File: config.mk
export PLATFORM = sky130hd
export DESIGN_NAME = reg_pipe_flat
export DESIGN_NICKNAME = d
export VERILOG_FILES = /design/src/rtl/reg_pipe_if.sv /design/src/rtl/reg_pipe.sv /design/src/flat_wrapper.sv
export SDC_FILE = /design/constraint.sdc
export NUM_CORES = 1
export LEC_CHECK = 0
export ABC_AREA = 1
export CAP_MARGIN = 30
export CORE_MARGIN = 2
export CORE_UTILIZATION = 55
export CTS_BUF_LIST = sky130_fd_sc_hd__clkbuf_8
export CTS_CLUSTER_DIAMETER = 40
export CTS_CLUSTER_SIZE = 10
export DETAILED_ROUTE_END_ITERATION = 7
export PLACE_DENSITY = 0.79
export REMOVE_ABC_BUFFERS = 1
export SETUP_SLACK_MARGIN = 0.02
export SYNTH_ARGS = -nofsm -noshare
export SYNTH_HDL_FRONTEND = slang
export SYNTH_SLANG_ARGS = --single-unit
File: constraint.sdc
create_clock -name clk -period 2.3 [get_ports clk]
set_clock_uncertainty 0.15 [all_clocks]
set_input_delay 0.345 -clock clk [delete_from_list [all_inputs] [get_ports clk]]
set_output_delay 0.345 -clock clk [all_outputs]
set_load 0.02 [all_outputs]
File: src/rtl/reg_pipe_if.sv
// Bus interface for reg_pipe: chain control, input word, tap select and tapped outputs.
// TW is derived from DEPTH and is not meant to be overridden.
interface reg_pipe_if #(
    parameter int WIDTH = 18,
    parameter int DEPTH = 4
);
    localparam int TW = $clog2(DEPTH + 1);

    logic             ce;
    logic             flush;
    logic [WIDTH-1:0] in_data;
    logic             in_valid;
    logic [TW-1:0]    tap_sel;
    logic [WIDTH-1:0] out_data;
    logic             out_valid;
    logic [TW-1:0]    occ;
    logic             tap_err;

    modport master (
        output ce, flush, in_data, in_valid, tap_sel,
        input  out_data, out_valid, occ, tap_err
    );

    modport slave (
        input  ce, flush, in_data, in_valid, tap_sel,
        output out_data, out_valid, occ, tap_err
    );
endinterface

File: src/rtl/reg_pipe.sv
// Pipeline delay register with run-time tap select, valid tracking, flush and occupancy count.
// Optional output register stage enabled by defining REG_PIPE_OUT_REG_EN.
module reg_pipe #(
    parameter int WIDTH = 18,
    parameter int DEPTH = 4
) (
    input  logic     clk,
    input  logic     rst_n,
    reg_pipe_if.slave bus
);
    localparam int TW = $clog2(DEPTH + 1);

    logic [DEPTH:1][WIDTH-1:0] data_q, data_d;
    logic [DEPTH:1]            valid_q, valid_d;
    logic [TW-1:0]             occ_q, occ_d;

    logic [WIDTH-1:0] mux_data;
    logic             mux_valid;
    logic             mux_err;

    always_comb begin
        data_d  = data_q;
        valid_d = valid_q;
        occ_d   = occ_q;
        if (bus.flush) begin
            data_d  = '0;
            valid_d = '0;
            occ_d   = '0;
        end else if (bus.ce) begin
            data_d[1]  = bus.in_data;
            valid_d[1] = bus.in_valid;
            for (int k = 2; k <= DEPTH; k++) begin
                data_d[k]  = data_q[k-1];
                valid_d[k] = valid_q[k-1];
            end
            // One word in, the oldest word out: the count can never leave 0..DEPTH.
            occ_d = occ_q + TW'(bus.in_valid) - TW'(valid_q[DEPTH]);
        end
    end

    always_ff @(posedge clk or negedge rst_n) begin
        if (!rst_n) begin
            data_q  <= '0;
            valid_q <= '0;
            occ_q   <= '0;
        end else begin
            data_q  <= data_d;
            valid_q <= valid_d;
            occ_q   <= occ_d;
        end
    end

    // Out-of-range taps clamp to the last stage and raise tap_err.
    always_comb begin
        mux_err   = (bus.tap_sel > TW'(DEPTH));
        mux_data  = data_q[DEPTH];
        mux_valid = valid_q[DEPTH];
        if (bus.tap_sel == '0) begin
            mux_data  = bus.in_data;
            mux_valid = bus.in_valid;
        end else begin
            for (int k = 1; k <= DEPTH; k++) begin
                if (bus.tap_sel == TW'(k)) begin
                    mux_data  = data_q[k];
                    mux_valid = valid_q[k];
                end
            end
        end
    end

    assign bus.occ = occ_q;

`ifdef REG_PIPE_OUT_REG_EN
    logic [WIDTH-1:0] out_data_q, out_data_d;
    logic             out_valid_q, out_valid_d;
    logic             tap_err_q, tap_err_d;

    always_comb begin
        out_data_d  = out_data_q;
        out_valid_d = out_valid_q;
        tap_err_d   = tap_err_q;
        if (bus.flush) begin
            out_data_d  = '0;
            out_valid_d = 1'b0;
            tap_err_d   = 1'b0;
        end else if (bus.ce) begin
            out_data_d  = mux_data;
            out_valid_d = mux_valid;
            tap_err_d   = mux_err;
        end
    end

    always_ff @(posedge clk or negedge rst_n) begin
        if (!rst_n) begin
            out_data_q  <= '0;
            out_valid_q <= 1'b0;
            tap_err_q   <= 1'b0;
        end else begin
            out_data_q  <= out_data_d;
            out_valid_q <= out_valid_d;
            tap_err_q   <= tap_err_d;
        end
    end

    assign bus.out_data  = out_data_q;
    assign bus.out_valid = out_valid_q;
    assign bus.tap_err   = tap_err_q;
`else
    assign bus.out_data  = mux_data;
    assign bus.out_valid = mux_valid;
    assign bus.tap_err   = mux_err;
`endif
endmodule
File: src/flat_wrapper.sv
// flat-port wrapper written by rule: the top's interface ports become plain ports
module reg_pipe_flat 
#(
    parameter int WIDTH = 18,
    parameter int DEPTH = 4
)
  (clk, rst_n, bus_ce, bus_flush, bus_in_data, bus_in_valid, bus_tap_sel, bus_out_data, bus_out_valid, bus_occ, bus_tap_err);
  reg_pipe_if #(.WIDTH(WIDTH), .DEPTH(DEPTH)) bus_i ();
  input  logic clk;
  input  logic rst_n;
  input wire logic [$bits(bus_i.ce)-1:0] bus_ce;
  input wire logic [$bits(bus_i.flush)-1:0] bus_flush;
  input wire logic [$bits(bus_i.in_data)-1:0] bus_in_data;
  input wire logic [$bits(bus_i.in_valid)-1:0] bus_in_valid;
  input wire logic [$bits(bus_i.tap_sel)-1:0] bus_tap_sel;
  output wire logic [$bits(bus_i.out_data)-1:0] bus_out_data;
  output wire logic [$bits(bus_i.out_valid)-1:0] bus_out_valid;
  output wire logic [$bits(bus_i.occ)-1:0] bus_occ;
  output wire logic [$bits(bus_i.tap_err)-1:0] bus_tap_err;
  assign bus_i.ce = bus_ce;
  assign bus_i.flush = bus_flush;
  assign bus_i.in_data = bus_in_data;
  assign bus_i.in_valid = bus_in_valid;
  assign bus_i.tap_sel = bus_tap_sel;
  assign bus_out_data = bus_i.out_data;
  assign bus_out_valid = bus_i.out_valid;
  assign bus_occ = bus_i.occ;
  assign bus_tap_err = bus_i.tap_err;
  reg_pipe #(.WIDTH(WIDTH), .DEPTH(DEPTH)) u_core (.clk(clk), .rst_n(rst_n), .bus(bus_i));
endmodule
==> impl_metrics.toml <==
[floorplan]
fp.dieW_um = 88.5
coreArea_mm2 = 0.00687
start_util_pct = 57.2
die_area_mm2 = 0.00783
rows = 30
io_pins = 49
die_h_um = 88.5

[setup_path]
critPathLaunchType = "primary input"
worstSetupEndpointType = "output pin"
cp.arrival_ns = 1.70
required_ns = 1.80
path_max_fanout = 9
crit_start = "bus_tap_sel[0]"
criticalPathCategory = "in2out"
worstReg2RegStart = "u_core.bus.occ[0]"

[synth]
synth_seq_cells = 79
synth_area_per_cell_um2 = 7.76
synth_cell_type_count = 20
seq_area_frac_synth_pct = 50.3
netlist_instances = 506
synth_warnings = 0
syn_area_mm2 = 0.00393

[grt]
grt_pass1_wl_um = 16800
grt_overflow = 0
grtUsageTotal_pct = 27.7
grt_max_degree = 53
first_global_vias = 3596
antenna_found_initial = 0

[finish]
fin_cells = 669
final_cell_mix = "156 x nand2_1, 79 x dfrtp_1, 68 x inv_1"
nets = 597
drive_above_1_share_pct = 11.5
utilization_pct = 71.8
n_antenna_cell = 0
fillCellCount = 517
final_common_cell = "nand2_1"
areaGrowthSynthToFinish_pct = 25.6

[detailed_routing]
routed_wl_um = 9760
via_count = 3624
ant_nets = 0
drtPass1Iterations = 5
wl_per_cell_um = 14.6
drtIter0Drc = 206
avgViaCountPerCell = 5.42
drc_errors = 0

[clock_network]
clockBufferDepth = 2
insertion_delay_ns = 0.35
cts_root_buffer = "clkbuf_8"
cts_tree = "done"
numClockSinks = 79
cts.htree.levels = 3
post_cts_buffers = 0
cts_buffers = 9
clkTransAtPathRegs_ns = 0.08

[place]
placed_cells = 651
dp_hpwl_um = 6410
io_buffers = 48
gp_congestion = 0.812

[timing]
maxSlewHeadroom_pct = 72.0
worst_slew_pin_slew_ns = 0.419
rsz0062_at_grt = "no"
hold_violations = 0
setup_viol = 0
fin_crit_sh_pct = 95.2
period_needed_ns = 2.19
drv_slew = 0
fmax_mhz = 457
timing.hold.ws_ns = 0.307

[hold_path]
min_path_type = "in2async"

[power]
cellLeakagePower_nw = 2.36
ir_drop_v = 0.000340
powerDensity_mw_per_mm2 = 606

[status]
status = "finished, final reports clean"

[run]
maxCapViolCount = 0
-- cell usage after synthesis --
| cell type | n | area, µm² |
|---|---|---|
| buf_2 | 10 | 50.1 |
| inv_1 | 65 | 244 |
| buf_6 | 2 | 22.5 |
| ha_1 | 2 | 25.0 |
| nor3_4 | 1 | 16.3 |
| buf_4 | 4 | 30.0 |
| clkbuf_1 | 16 | 60.1 |
| o21ai_0 | 56 | 280 |
| nor2_2 | 2 | 12.5 |
| nand2_2 | 2 | 12.5 |
| nand3_1 | 59 | 295 |
| nand2_1 | 157 | 589 |
| inv_2 | 2 | 7.51 |
| o22ai_1 | 38 | 238 |
| o21ai_1 | 4 | 20.0 |
| fa_1 | 1 | 20.0 |
| dfrtp_1 | 79 | 1980 |
| xnor2_1 | 1 | 8.76 |
| clkinv_1 | 1 | 3.75 |
| nor2_1 | 4 | 15.0 |
-- cells by family (layout without fill, tap and decap cells) --
kind of cell	Yosys count	count (layout)	share of synthesized area [%]
DFF	79	79	50.3
AOI/OAI and AO/OA	98	98	13.7
adders and majority gates	3	3	1.15
buffers and inverters	100	167	10.6
xor gates and xnor gates	1	1	0.223
and+or+nand+nor	225	225	24.0
-- critical path, cell delays in order --
cell and delay (ns):
dlygate4sd2_1 0.29, buf_12 0.16, nand2_2 0.07, buf_4 0.18
nand2_1 0.08, nand3_1 0.07, nand2_1 0.05, nand2_1 0.06
nand2_1 0.04, nand2_1 0.05, clkdlybuf4s15_1 0.30
-- layer usage --
metal  track usage (%)  vias to the layer above  part of all wire, %
li1                  -                     1757                    -
met1              38.5                     1712                   44
met2              44.2                      146                   48
met3              5.78                        9                  6.7
met4              8.26                        0                 0.84
met5                 0                        -                    0
-- cell type report --
type / instances / area (µm²) / area share, %
sequential: 79 / 1980 / 40.1
multi-input combinational: 327 / 1550 / 31.3
timing repair buffer: 83 / 830 / 16.8
inverter: 68 / 256 / 5.20
clock buffer: 9 / 124 / 2.51
tap: 96 / 120 / 2.43
clock inverter: 7 / 81.3 / 1.65
-- sequential cells by signal (all words and copies together), names as in the netlist --
register	count
u_core.bus.occ	3
u_core.data_q	72
u_core.valid_q	4
-- per-stage QoR --
stage	setup WS, ns	power (mW)	TNS [ns]	area [µm²]
CTS	0.0332	3.01	0	4950
global placement	-0.426	1.92	-7.74	4710
finish	0.109	2.99	0	4930
detailed placement	-0.458	1.94	-8.26	4710
floorplan	-0.306	1.67	-15.69	3760
global route	0.0229	3.12	0	4930
-- report_power, final --
part	switching (mW)	total (mW)	internal (mW)
combinational	0.272	0.453	0.181
clock	0.490	1.09	0.597
sequential	0.0210	1.45	1.43
total	0.783	2.99	2.21
-- timing repair --
action,in CTS,in global routing
endpoints found under the hold margin,27,0
setup endpoints to repair,20,19
gates cloned,1,0
pin swaps,0,1
resized for setup,51,9
hold buffers,1,0
-- path summary, 6_finish.rpt --
path,end,cells past startpoint,slack [ns]
max,bus_out_data[13],11,0.11
min,u_core.data_q[1],2,0.31
max reg2reg,u_core.bus.occ[2],10,0.50
min reg2reg,u_core.data_q[62],2,0.37
max in group asynchronous,u_core.data_q[53],3,1.10
min in group clk,u_core.data_q[62],2,0.37
No activity file was read; power rests on OpenSTA's default activity.
